<file path="config.mk">
export PLATFORM = sky130hd
export DESIGN_NAME = kernel_select_ctrl
export DESIGN_NICKNAME = d
export VERILOG_FILES = /design/src/rtl/kernel_select_ctrl.sv
export SDC_FILE = /design/constraint.sdc
export NUM_CORES = 1
export LEC_CHECK = 0
export CAP_MARGIN = 20
export CORE_ASPECT_RATIO = 0.6
export CORE_MARGIN = 1.5
export CORE_UTILIZATION = 52
export CTS_CLUSTER_DIAMETER = 30
export CTS_CLUSTER_SIZE = 30
export DETAILED_ROUTE_END_ITERATION = 8
export PLACE_DENSITY = 0.76
export SYNTH_ARGS = -nofsm -noshare
export SYNTH_HDL_FRONTEND = slang
export SYNTH_SLANG_ARGS = --single-unit
export TNS_END_PERCENT = 20
</file>
<file path="constraint.sdc">
create_clock -name clk_i -period 2.65 [get_ports clk_i]
set_input_delay 0.265 -clock clk_i [delete_from_list [all_inputs] [get_ports clk_i]]
set_output_delay 0.265 -clock clk_i [all_outputs]
set_load 0.02 [all_outputs]
</file>
<file path="src/rtl/kernel_select_ctrl.sv">
// kernel_select_ctrl: sequences kernel changes for the 7x7 convolution datapath.
//
// The pending kernel index is tracked from debounced next/prev pushbuttons or from the
// switches. A new index is committed to the coefficient LUT only at a frame boundary,
// once the convolution pipeline has drained. The LUT output is then held for
// SETTLE_CYCLES before a one-cycle coef_load strobe, so the datapath latches kernel and
// divisor together and no frame is ever filtered with mixed coefficients.
//
// Ports:
//   clk_i            system clock
//   resetn_i         asynchronous active-low reset
//   key_next_n_i     raw "next kernel" pushbutton, active-low, asynchronous
//   key_prev_n_i     raw "previous kernel" pushbutton, active-low, asynchronous
//   direct_mode_i    1: pending index follows sw_select_i; 0: follows buttons
//   sw_select_i      direct kernel index from switches
//   frame_start_i    one-cycle pulse at start of vertical blank
//   pipe_idle_i      line buffers and multiply tree are empty
//   select_o         kernel index driven to the LUT
//   coef_load_o      one-cycle strobe; datapath latches kernel/divisor
//   busy_o           high whenever a commit is being sequenced
//   pending_sel_o    index queued for the next commit (on-screen display)
module kernel_select_ctrl #(
    parameter int unsigned NUM_KERNELS     = 10,
    parameter int unsigned DEBOUNCE_CYCLES = 1000000,
    parameter int unsigned SETTLE_CYCLES   = 2
) (
    input  logic       clk_i,
    input  logic       resetn_i,
    input  logic       key_next_n_i,
    input  logic       key_prev_n_i,
    input  logic       direct_mode_i,
    input  logic [3:0] sw_select_i,
    input  logic       frame_start_i,
    input  logic       pipe_idle_i,
    output logic [3:0] select_o,
    output logic       coef_load_o,
    output logic       busy_o,
    output logic [3:0] pending_sel_o
);

    localparam int unsigned CntW    = (DEBOUNCE_CYCLES > 1) ? $clog2(DEBOUNCE_CYCLES) : 1;
    localparam int unsigned SettleW = (SETTLE_CYCLES > 1) ? $clog2(SETTLE_CYCLES) : 1;

    localparam logic [CntW-1:0]    CntMax    = CntW'(DEBOUNCE_CYCLES - 1);
    localparam logic [SettleW-1:0] SettleMax = SettleW'(SETTLE_CYCLES - 1);
    localparam logic [3:0]         MaxIdx    = 4'(NUM_KERNELS - 1);

    typedef enum logic [2:0] {
        StIdle,
        StWaitFrame,
        StDrain,
        StSettle,
        StLoad
    } state_e;

    // ------------------------------------------------------------------
    // Key synchronisation and debounce. Bit 0 = next key, bit 1 = prev key.
    // ------------------------------------------------------------------
    logic [1:0]           keys_raw;
    logic [1:0]           sync1_q, sync2_q, prev_q;
    logic [1:0]           stable_q, stable_d;
    logic [1:0][CntW-1:0] cnt_q, cnt_d;
    logic [1:0]           press;

    assign keys_raw = {key_prev_n_i, key_next_n_i};

    always_comb begin
        cnt_d    = cnt_q;
        stable_d = stable_q;
        press    = '0;
        for (int k = 0; k < 2; k++) begin
            // Any change of the synchronised level restarts the stability count.
            if (sync2_q[k] != prev_q[k]) begin
                cnt_d[k] = '0;
            end else if (cnt_q[k] != CntMax) begin
                cnt_d[k] = cnt_q[k] + CntW'(1);
            end
            if (cnt_q[k] == CntMax) begin
                stable_d[k] = prev_q[k];
            end
            // Single pulse on the accepted release->press edge only.
            press[k] = stable_q[k] & ~stable_d[k];
        end
    end

    always_ff @(posedge clk_i or negedge resetn_i) begin
        if (!resetn_i) begin
            sync1_q  <= 2'b11;
            sync2_q  <= 2'b11;
            prev_q   <= 2'b11;
            stable_q <= 2'b11;
            cnt_q    <= '0;
        end else begin
            sync1_q  <= keys_raw;
            sync2_q  <= sync1_q;
            prev_q   <= sync2_q;
            stable_q <= stable_d;
            cnt_q    <= cnt_d;
        end
    end

    // ------------------------------------------------------------------
    // Pending index, updated every cycle regardless of FSM state.
    // ------------------------------------------------------------------
    logic [3:0] pend_q, pend_d;
    logic       next_ev, prev_ev;

    assign next_ev = press[0];
    assign prev_ev = press[1];

    always_comb begin
        pend_d = pend_q;
        if (direct_mode_i) begin
            pend_d = (32'(sw_select_i) >= NUM_KERNELS) ? 4'd0 : sw_select_i;
        end else if (next_ev && !prev_ev) begin
            pend_d = (pend_q == MaxIdx) ? 4'd0 : pend_q + 4'd1;
        end else if (prev_ev && !next_ev) begin
            pend_d = (pend_q == 4'd0) ? MaxIdx : pend_q - 4'd1;
        end
    end

    // ------------------------------------------------------------------
    // Commit sequencer.
    // ------------------------------------------------------------------
    state_e               state_q, state_d;
    logic [3:0]           sel_q, sel_d;
    logic [SettleW-1:0]   settle_q, settle_d;
    logic                 coef_load_q, coef_load_d;
    logic                 busy_q, busy_d;

    always_comb begin
        state_d  = state_q;
        sel_d    = sel_q;
        settle_d = settle_q;
        case (state_q)
            StIdle: begin
                if (pend_q != sel_q) begin
                    state_d = StWaitFrame;
                end
            end
            StWaitFrame: begin
                // A pending change that was undone before the boundary needs no load.
                if (pend_q == sel_q) begin
                    state_d = StIdle;
                end else if (frame_start_i) begin
                    state_d = StDrain;
                end
            end
            StDrain: begin
                if (pipe_idle_i) begin
                    sel_d    = pend_q;
                    settle_d = '0;
                    state_d  = StSettle;
                end
            end
            StSettle: begin
                if (settle_q == SettleMax) begin
                    state_d = StLoad;
                end else begin
                    settle_d = settle_q + SettleW'(1);
                end
            end
            StLoad: begin
                state_d = StIdle;
            end
            default: begin
                state_d = StIdle;
            end
        endcase
        // Outputs are registered, so they are derived from the next state.
        coef_load_d = (state_d == StLoad);
        busy_d      = (state_d != StIdle);
    end

    always_ff @(posedge clk_i or negedge resetn_i) begin
        if (!resetn_i) begin
            state_q     <= StIdle;
            sel_q       <= '0;
            settle_q    <= '0;
            pend_q      <= '0;
            coef_load_q <= 1'b0;
            busy_q      <= 1'b0;
        end else begin
            state_q     <= state_d;
            sel_q       <= sel_d;
            settle_q    <= settle_d;
            pend_q      <= pend_d;
            coef_load_q <= coef_load_d;
            busy_q      <= busy_d;
        end
    end

    assign select_o      = sel_q;
    assign coef_load_o   = coef_load_q;
    assign busy_o        = busy_q;
    assign pending_sel_o = pend_q;

endmodule

</file>
==> results.cfg, run 1 <==
[cells_and_area]
drive_above_1_share_pct = 12.6
antenna_cells = 0
final_cell_area_mm2 = 0.00358
fin_cells = 413
area_growth_pct = 14.5
nets = 341
post-route-util_pct = 62.8

[clock_tree]
cts_tree = yes
cts_resized = 0
htree_levels = 3
clk_latency_ns = 0.34
postCtsSetupRepairBufs = 0
cts_sinks = 62
root_buffer = clkbuf_8
cts.path.max_buffers = 2
path_clk_slew_ns = 0.07
cts_buffers = 9
ctsHoldBuffers = 0

[timing]
slew_violations = 0
tns_ns = 0
setup_viol = 0
period_share_pct = 86.1
hold_slack_ns = -0.0121
post-route-min-period_ns = 2.28
hold_violations = 21
rsz0062_at_grt = false
timing.fmax_mhz = 438
maxSlewHeadroom_pct = 51.8
fin_skew_ns = 0.00827
worst_pin_slew_ns = 0.724

[logic_synthesis]
syn_inst = 302
netlist_area_mm2 = 0.00313
yosys_register_bits = 62
synth_cell_types = 50
synth_ff_type = dfrtp_1
yosysWarnings = 0
syn_area_per_cell_um2 = 10.4
synthesis.nets = 315
yosys.area.top_type = dfrtp_1
synth_area_leaders = dfrtp_1, dfstp_2, xnor2_1, xor2_1, nor2_1
synthMostInstantiatedCell = dfrtp_1
synthTopCellsByCount = dfrtp_1, nor2_1, nand2_1, xnor2_1, xor2_1
synth-edff-count = 0
seq_area_frac_synth_pct = 49.9
yosysTopAreaCellShare_pct = 43.2
synth-async-reset-ratio_pct = 100

[place]
place_congestion = 0.811
dp.cells = 397
dp_hpwl_um = 4280
dpl_cell_area_mm2 = 0.00338
io_buffers = 20

[global_route]
grt_max_degree = 33
grt_pass1_vias = 2204
grt_usage_pct = 21.4
antenna_found_initial = 0
grt_pass1_wl_um = 10500
grt-ovfl-total = 0

[floorplanning]
rows = 21
die_area_mm2 = 0.00651
die_w_um = 103
start_util_pct = 54.9
die_h_um = 63.1
core-area_mm2 = 0.00570
io_pins = 21

[detailed_routing]
drc_errors = 0
highest_layer = met4
met3WireLength_um = 316
wl_met2_um = 2470
wire_per_inst_um = 14.7
vias = 2302
wl_um = 6080
via_per_inst = 5.57
drt-met1-wl_um = 3230
dr.pass1.iters = 5
drt_iter0_drc = 172
antenna_left = 0

[run_status]
violations = hold timing
status = finished with violations

[worst_setup_path]
path_class = reg -> reg
arrival_ns = 2.51
critPathCaptureType = flop
critPathRequiredTime_ns = 2.87
cpMaxStageDelayCell = or4_4
worst-path-buf-inv = 0
worstPathMaxFanout = 9
cpPeakStageDelay_ns = 0.60
cp-start-kind = flop
crit_family = simple AND/OR/NAND/NOR gates
cp_cell_sequence = or4_4 -> nor4_4 -> nand2_4 -> xor2_1 -> o2bb2ai_1 -> a211o_1

[power]
leakage_nw = 1.50
p_per_area_mw_per_mm2 = 670
irDropWorstVdd_mv = 0.387

[flow_run]
drv_cap = 0

[min_path]
hold_path_class = in -> async
## power breakdown
| group | total [mW] | leakage, nW | internal [mW] | switching, mW |
|---|---|---|---|---|
| sequential | 1.14 | 0.815 | 1.04 | 0.0930 |
| combinational | 0.441 | 0.578 | 0.215 | 0.226 |
| clock | 0.825 | 0.106 | 0.481 | 0.344 |
## per-stage QoR
step	power [mW]	worst slack [ns]
2_1_floorplan	1.41	0.599
3_3_place_gp	1.57	0.489
3_5_place_dp	1.59	0.389
4_1_cts	2.42	0.371
5_1_grt	2.52	0.199
6_report	2.40	0.368
## layer usage
layer | vias up | GRT usage, %
met5 | - | 0
met1 | 1115 | 32.5
li1 | 1128 | -
met2 | 51 | 28.0
met3 | 8 | 7.77
met4 | 0 | 7.09
## logic make-up (layout without fill, tap and decap cells)
family	after synthesis	in the layout	share of synthesized area [%]
muxes	7	7	2.44
DFF	62	62	49.9
and+or+nand+nor	139	139	24.5
adders and majority gates	2	2	0.799
buffers and inverters	14	45	2.92
xor gates and xnor gates	42	42	11.8
AOI/OAI and AO/OA	36	36	7.67
## cells in the final DEF (no fill, tap or decap), types with 2 or more instances in the layout
cell / synthesis / routed
a31oi_1: 4 / 4
nor3_1: 6 / 6
and4_1: 5 / 5
clkdlybuf4s50_1: 0 / 19
nor4_4: 2 / 2
nor4_1: 3 / 3
o211ai_1: 3 / 3
dfrtp_1: 54 / 54
buf_4: 1 / 4
a32oi_1: 2 / 2
a211o_1: 2 / 2
nand4_1: 12 / 12
dfstp_2: 8 / 8
or3_1: 4 / 4
clkinv_2: 0 / 3
nand3_1: 10 / 10
nand2b_1: 2 / 2
nand4b_1: 3 / 3
xor2_1: 21 / 21
mux2_2: 5 / 5
nor2_1: 48 / 48
nor2b_1: 5 / 5
and3_1: 8 / 8
clkbuf_8: 2 / 11
o21ai_0: 8 / 8
ha_1: 2 / 2
nand2_1: 21 / 21
inv_1: 5 / 5
mux2i_1: 2 / 2
a21oi_1: 8 / 8
xnor2_1: 21 / 21
## worst paths after layout
path                                  startpoint                           end  slack (ns)  cells after the start
min                                     resetn_i         cnt_q[13]$_DFFE_PN0P_       -0.01                      1
max reg2reg                cnt_q[26]$_DFFE_PN0P_  pending_sel_o[2]$_DFFE_PN0P_        0.37                      6
max                        cnt_q[26]$_DFFE_PN0P_  pending_sel_o[2]$_DFFE_PN0P_        0.37                      6
min in group clk_i                  key_prev_n_i          sync1_q[1]$_DFF_PN1_        0.34                      1
min reg2reg                 sync1_q[0]$_DFF_PN1_          sync2_q[0]$_DFF_PN1_        0.36                      0
max in group asynchronous               resetn_i         cnt_q[24]$_DFFE_PN0P_        1.97                      2
## state kept, by name, summed over array words and instances (netlist names), 2 cells and up
signal,cells
sync2_q,2
state_q,3
sync1_q,2
cnt_q,40
pending_sel_o,4
stable_q,2
select_o,4
prev_q,2
## layout make-up
type | instances | area, um^2
sequential | 62 | 1560
fill | 489 | 2120
tap | 80 | 100
clock buffer | 12 | 155
multi-input combinational | 226 | 1480
clock inverter | 4 | 45.0
inverter | 5 | 18.8
timing repair buffer | 24 | 225
No activity file was read; power rests on OpenSTA's default activity.
==> run 2, diff against run 1 <==
SKIP_CTS_REPAIR_TIMING = 1   (was unset)
==> results of run 2 <==
Final layout, timing and power as in run 1 (identical DEF).
==> run 3, diff against run 2 <==
SKIP_LAST_GASP = 1   (was unset)
==> results of run 3 <==
Final layout, timing and power as in run 1 (identical DEF).
